**src/rtl/clk_div_gen.sv**
```systemverilog
// ---------------------------------------------------------------------------
// clk_div_gen
// Multi-channel clock-enable generator. Every channel runs on clk and produces
// a one-cycle tick every D cycles plus a registered square wave at clk/D.
// The divisor can be reprogrammed at run time; a new value is held pending and
// only takes effect when the channel counter is at, or being forced to, zero,
// so the counter can never run past the terminal count.
//
// Ports:
//   clk       system clock, rising edge
//   rst       asynchronous active-high reset
//   en        per-channel run enable
//   sync_clr  synchronous phase clear, all channels
//   div_in    requested divisors, channel i at [i*CNT_W +: CNT_W]
//   div_ld    per-channel load strobe for div_in
//   tick      registered one-cycle enable pulse
//   sq        registered square wave
//   pend      a captured divisor is waiting to take effect
// ---------------------------------------------------------------------------
module clk_div_gen #(
  parameter int NUM_CH  = 4,
  parameter int CNT_W   = 27,
  parameter int DEF_DIV = 4
) (
  input  logic                    clk,
  input  logic                    rst,
  input  logic [NUM_CH-1:0]       en,
  input  logic                    sync_clr,
  input  logic [NUM_CH*CNT_W-1:0] div_in,
  input  logic [NUM_CH-1:0]       div_ld,
  output logic [NUM_CH-1:0]       tick,
  output logic [NUM_CH-1:0]       sq,
  output logic [NUM_CH-1:0]       pend
);

  localparam logic [CNT_W-1:0] ONE       = {{(CNT_W-1){1'b0}}, 1'b1};
  localparam logic [CNT_W-1:0] ZERO      = '0;
  localparam logic [CNT_W-1:0] DEF_DIV_W = DEF_DIV[CNT_W-1:0];

  for (genvar gi = 0; gi < NUM_CH; gi++) begin : g_ch
    logic [CNT_W-1:0] cnt_q, cnt_d;
    logic [CNT_W-1:0] div_act_q, div_act_d;
    logic [CNT_W-1:0] pend_div_q, pend_div_d;
    logic             pend_q, pend_d;
    logic             tick_q, tick_d;
    logic             sq_q, sq_d;

    logic [CNT_W-1:0] din;
    logic [CNT_W-1:0] d_cur;
    logic [CNT_W-1:0] d_nxt;
    logic             force_zero;
    logic             wrap;
    logic             apply;

    assign din        = div_in[gi*CNT_W +: CNT_W];
    // A programmed divisor of 0 behaves like 1.
    assign d_cur      = (div_act_q == ZERO) ? ONE : div_act_q;
    assign force_zero = sync_clr | ~en[gi];
    assign wrap       = (cnt_q == d_cur - ONE);
    // Any edge that leaves cnt at 0 is a safe point to switch divisors.
    assign apply      = force_zero | wrap;

    always_comb begin
      cnt_d      = cnt_q;
      div_act_d  = div_act_q;
      pend_div_d = pend_div_q;
      pend_d     = pend_q;
      tick_d     = 1'b0;
      sq_d       = 1'b0;
      d_nxt      = ONE;

      if (apply) begin
        // A load on an application edge wins over an older pending value.
        if (div_ld[gi]) begin
          div_act_d = din;
          pend_d    = 1'b0;
        end else if (pend_q) begin
          div_act_d = pend_div_q;
          pend_d    = 1'b0;
        end
      end else if (div_ld[gi]) begin
        pend_div_d = din;
        pend_d     = 1'b1;
      end

      if (force_zero) begin
        cnt_d = ZERO;
      end else if (wrap) begin
        cnt_d  = ZERO;
        tick_d = 1'b1;
      end else begin
        cnt_d = cnt_q + ONE;
      end

      // Square wave follows the divisor that governs the coming cycle.
      d_nxt = (div_act_d == ZERO) ? ONE : div_act_d;
      if (!force_zero) begin
        sq_d = (cnt_d < (d_nxt >> 1));
      end
    end

    always_ff @(posedge clk or posedge rst) begin
      if (rst) begin
        cnt_q      <= ZERO;
        div_act_q  <= DEF_DIV_W;
        pend_div_q <= ZERO;
        pend_q     <= 1'b0;
        tick_q     <= 1'b0;
        sq_q       <= 1'b0;
      end else begin
        cnt_q      <= cnt_d;
        div_act_q  <= div_act_d;
        pend_div_q <= pend_div_d;
        pend_q     <= pend_d;
        tick_q     <= tick_d;
        sq_q       <= sq_d;
      end
    end

    assign tick[gi] = tick_q;
    assign sq[gi]   = sq_q;
    assign pend[gi] = pend_q;
  end

endmodule

```
**config.mk**
```make
export PLATFORM = sky130hd
export DESIGN_NAME = clk_div_gen
export DESIGN_NICKNAME = d
export VERILOG_FILES = /design/src/rtl/clk_div_gen.sv
export SDC_FILE = /design/constraint.sdc
export NUM_CORES = 1
export LEC_CHECK = 0
export CELL_PAD_IN_SITES_DETAIL_PLACEMENT = 0
export CELL_PAD_IN_SITES_GLOBAL_PLACEMENT = 2
export CORE_MARGIN = 3
export CORE_UTILIZATION = 36
export CTS_BUF_LIST = sky130_fd_sc_hd__clkbuf_16
export DETAILED_ROUTE_END_ITERATION = 7
export PLACE_DENSITY_LB_ADDON = 0.3
export SLEW_MARGIN = 0
export SYNTH_ARGS = -nofsm -noshare
export SYNTH_HDL_FRONTEND = slang
export SYNTH_SLANG_ARGS = --single-unit
```
**constraint.sdc**
```tcl
create_clock -name clk -period 11.35 [get_ports clk]
set_input_delay 2.8375 -clock clk [delete_from_list [all_inputs] [get_ports clk]]
set_output_delay 2.8375 -clock clk [all_outputs]
set_load 0.01 [all_outputs]
```
==> flow_metrics.tcl <==
set metrics [dict create \
    grt_pass1_vias 17000 \
    wl_mm 58.7 \
    postRouteAntennaNets 0 \
    path_class "register to register" \
    cp-start-kind "register" \
    cp_top_family "simple AND/OR/NAND/NOR gates" \
    core_area_um2 59700 \
    synth.top_cell.area_share_pct 37.8 \
    num_vias 17300 \
    powerDensity_nw_per_um2 133 \
    clk_latency_ps 560 \
    cts_tree "built" \
    ff2ff_path_depth 23 \
    cts_resized 0 \
    layout.cells.non_filler 3022 \
    fp-row-count 89 \
    holdBufCountCts 0 \
    syn_avg_cell_area_um2 10.1 \
    numCtsBuffers 40 \
    worst_pin_slew_ps 1030 \
    relSlewSlack_pct 30.4 \
    die_area_um2 64000 \
    grt.total_usage_pct 18.3 \
    dp_slack_ps 4100 \
    fin_skew_ps 24.8 \
    gr-max-usage-layer "met2" \
    drv_cap 0 \
    rrSetupSlack_ps 4230 \
    port_buffers 130 \
    clockRootBuffer "clkbuf_16" \
    grt_util_met1_pct 26.9 \
    post-place-cells 2948 \
    leakagePower_nw 10.2 \
    die_w_um 253 \
    netlist_area_um2 22000 \
    seq_area_frac_synth_pct 38.3 \
    syn_to_final_growth_pct 12.9 \
    dr.pass1.iters 5 \
    syn_nets 2405 \
    synth_edf_count 0 \
    grt_max_degree 69 \
    cts_buffer_depth 3 \
    use_met3_pct 2.80 \
    holdCritStartpoint "g_ch[0].pend_div_q[12]$_DFFE_PP0P_" \
    fin_crit_ps 7120 \
    place_congestion 0.833 \
    cp_slowest_cell "or4_1" \
    hold_viol_final 0 \
    h-tree-depth 2 \
    yosys.cell_count.top_type "dfrtp_1" \
    final_core_utilization_pct 41.6 \
    ir_drop_mv 0.0943 \
    worst_path_largest_cell_delay_ps 670 \
    cp.arrival_ps 7560 \
    ys_seq_elements 336 \
    grt_overflow 0 \
    r2r-end "g_ch[0].sq_q$_DFF_PP0_" \
    end_kind "register" \
    setup_viol 0 \
    ios 131 \
    drt_iter0_drc 999 \
    postCtsSetupRepairBufs 0 \
    timing.final.ws_setup_ps 4230 \
    fill_cells 5845 \
    worstHoldPathType "register to register" \
    yosys.cell_types.count 98 \
    finalSetupTns_ps 0 \
    grt_use_met2_pct 28.5 \
    die_h_um 253 \
    synth.area.top_cells "dfrtp_1, a22o_1, ha_1" \
    nNetsFinal 2444 \
    grt_pass1_wl_mm 95.0 \
    fin_crit_sh_pct 62.8 \
    outcome "finished clean" \
    synthTopCellsByCount "dfrtp_1, nor2_1, a22o_1" \
    crit_cells 23 \
    antenna_found_initial 3 \
    yosysTopAreaCell "dfrtp_1" \
    async_reset_ff_share_pct 100 \
    via_per_inst 5.71 \
    path_clk_slew_ps 60 \
    cts_sinks 336 \
    wl_per_cell_um 19.4 \
    post_synth_inst_count 2178 \
    critPathBufInv 2 \
    r2r-start "g_ch[0].div_act_q[21]$_DFF_PP0_" \
    rsz0062_at_grt "false" \
    synthFlopType "dfrtp_1" \
    holdPathEnd "g_ch[0].pend_div_q[12]$_DFFE_PP0P_" \
    start_util_pct 36.8 \
    crit_chain "or4_1 -> nor3_1 -> a41oi_1 -> ha_1 -> nor4b_1 -> and4_1 -> o21ai_0 -> nor3b_1 -> nor2_1 -> nor4_2 -> a31oi_4 -> buf_4 -> nor2_4 -> buf_4 -> o22ai_1 -> ha_1 -> a21o_1 -> a21o_1 -> a21oi_1 -> nor2_1 -> a2111oi_0 -> o31ai_1 -> a221oi_1" \
    fmax_mhz 140 \
    yosysWarnings 0 \
    route.detailed.drc 0 \
    drv_slew 0 \
    drive_gt1_share_pct 8.32 \
    cp_max_fo 53 \
    dp_hpwl_mm 43.0 \
    worstPathRequired_ps 11780 \
    hold_path_depth 1 \
]
-- per-stage QoR --
step / hold WS, ps / instance area (um2) / total power [mW]
finish: 490 / 24800 / 3.30
global placement: 474 / 23600 / 2.11
CTS: 495 / 24800 / 3.35
global route: 499 / 24800 / 3.49
detailed placement: 482 / 23600 / 2.12
floorplan: 464 / 22000 / 1.93
-- worst reg2reg max path: stages (launching register included) --
cell	delay (ps)
dfrtp_1	490
or4_1	670
nor3_1	470
a41oi_1	280
ha_1	330
nor4b_1	200
and4_1	240
o21ai_0	130
nor3b_1	270
nor2_1	120
nor4_2	480
a31oi_4	130
buf_4	320
nor2_4	530
buf_4	380
o22ai_1	140
ha_1	320
a21o_1	180
a21o_1	170
a21oi_1	130
nor2_1	50
a2111oi_0	570
o31ai_1	150
a221oi_1	270
-- cell usage in the layout, fill, tap and decap left out, types with 16 or more instances in the layout --
cell / Yosys / routed
nand4_1: 53 / 53
o22a_1: 50 / 50
clkbuf_16: 0 / 41
xnor2_1: 119 / 119
mux2_4: 19 / 19
buf_4: 20 / 22
nor2_1: 187 / 187
mux2_1: 60 / 60
mux2_2: 30 / 30
a21oi_1: 48 / 48
xor2_1: 100 / 100
nor2b_1: 24 / 21
dfrtp_1: 332 / 332
nand2_1: 78 / 77
a22o_1: 157 / 157
inv_1: 25 / 34
ha_1: 108 / 108
or4_1: 23 / 23
a211oi_1: 19 / 19
o22ai_1: 28 / 28
or3_1: 22 / 22
and3_1: 32 / 32
o21ai_0: 45 / 45
clkdlybuf4s50_1: 0 / 130
nor3_1: 39 / 39
a22oi_1: 77 / 77
mux2i_1: 16 / 16
a21o_1: 32 / 32
nand3_1: 70 / 70
nor4_1: 28 / 28
a31oi_1: 17 / 17
-- kinds of logic (layout without fill, tap and decap cells) --
group,Yosys count,after routing,synth area share (%)
simple gates,653,653,16.2
xor+xnor,220,220,8.84
other cells,0,1,0
fa+ha+maj,108,108,6.15
buf+inv,181,251,4.28
compound gates,555,555,19.6
flops,336,336,38.3
mux,125,125,6.64
-- where the power goes --
group	switching (mW)	total [mW]	internal, mW
registers	0.151	1.48	1.33
logic	0.313	0.621	0.307
clock network	0.527	1.20	0.676
total	0.991	3.30	2.31
-- layer usage --
metal	vias up	routed length [um]
met5	-	26
met4	4	928
met3	73	2360
met2	321	25800
met1	8546	29600
li1	8309	-
-- cell type report --
type                       instances  area, um2  area share [%]
timing repair buffer             152       1470            5.91
tap                              773        967            3.90
clock buffer                      41       1030            4.14
antenna                            1       2.50          0.0101
inverter                          26        101           0.409
clock inverter                    32        174           0.701
sequential                       336       8410            33.9
multi-input combinational       1661      12700            51.0
-- registers in the layout (all words and copies together), names as in the netlist --
register	cells
g_ch.cnt_q	108
g_ch.div_act_q	108
g_ch.pend_div_q	108
g_ch.pend_q	4
g_ch.sq_q	4
g_ch.tick_q	4
-- how the worst max path moves through the flow --
stage | startpoint | to | slack [ps]
detailed placement | sync_clr | g_ch[0].sq_q$_DFF_PP0_ | 4100
finish | g_ch[0].div_act_q[21]$_DFF_PP0_ | g_ch[0].sq_q$_DFF_PP0_ | 4230
CTS | g_ch[0].div_act_q[21]$_DFF_PP0_ | g_ch[0].sq_q$_DFF_PP0_ | 4260
global route | g_ch[0].div_act_q[14]$_DFF_PP0_ | g_ch[0].sq_q$_DFF_PP0_ | 3640
floorplan | rst | g_ch[0].cnt_q[0]$_DFF_PP0_ | 4030
global placement | sync_clr | g_ch[0].sq_q$_DFF_PP0_ | 4150
(Power assumes the default switching activity.)
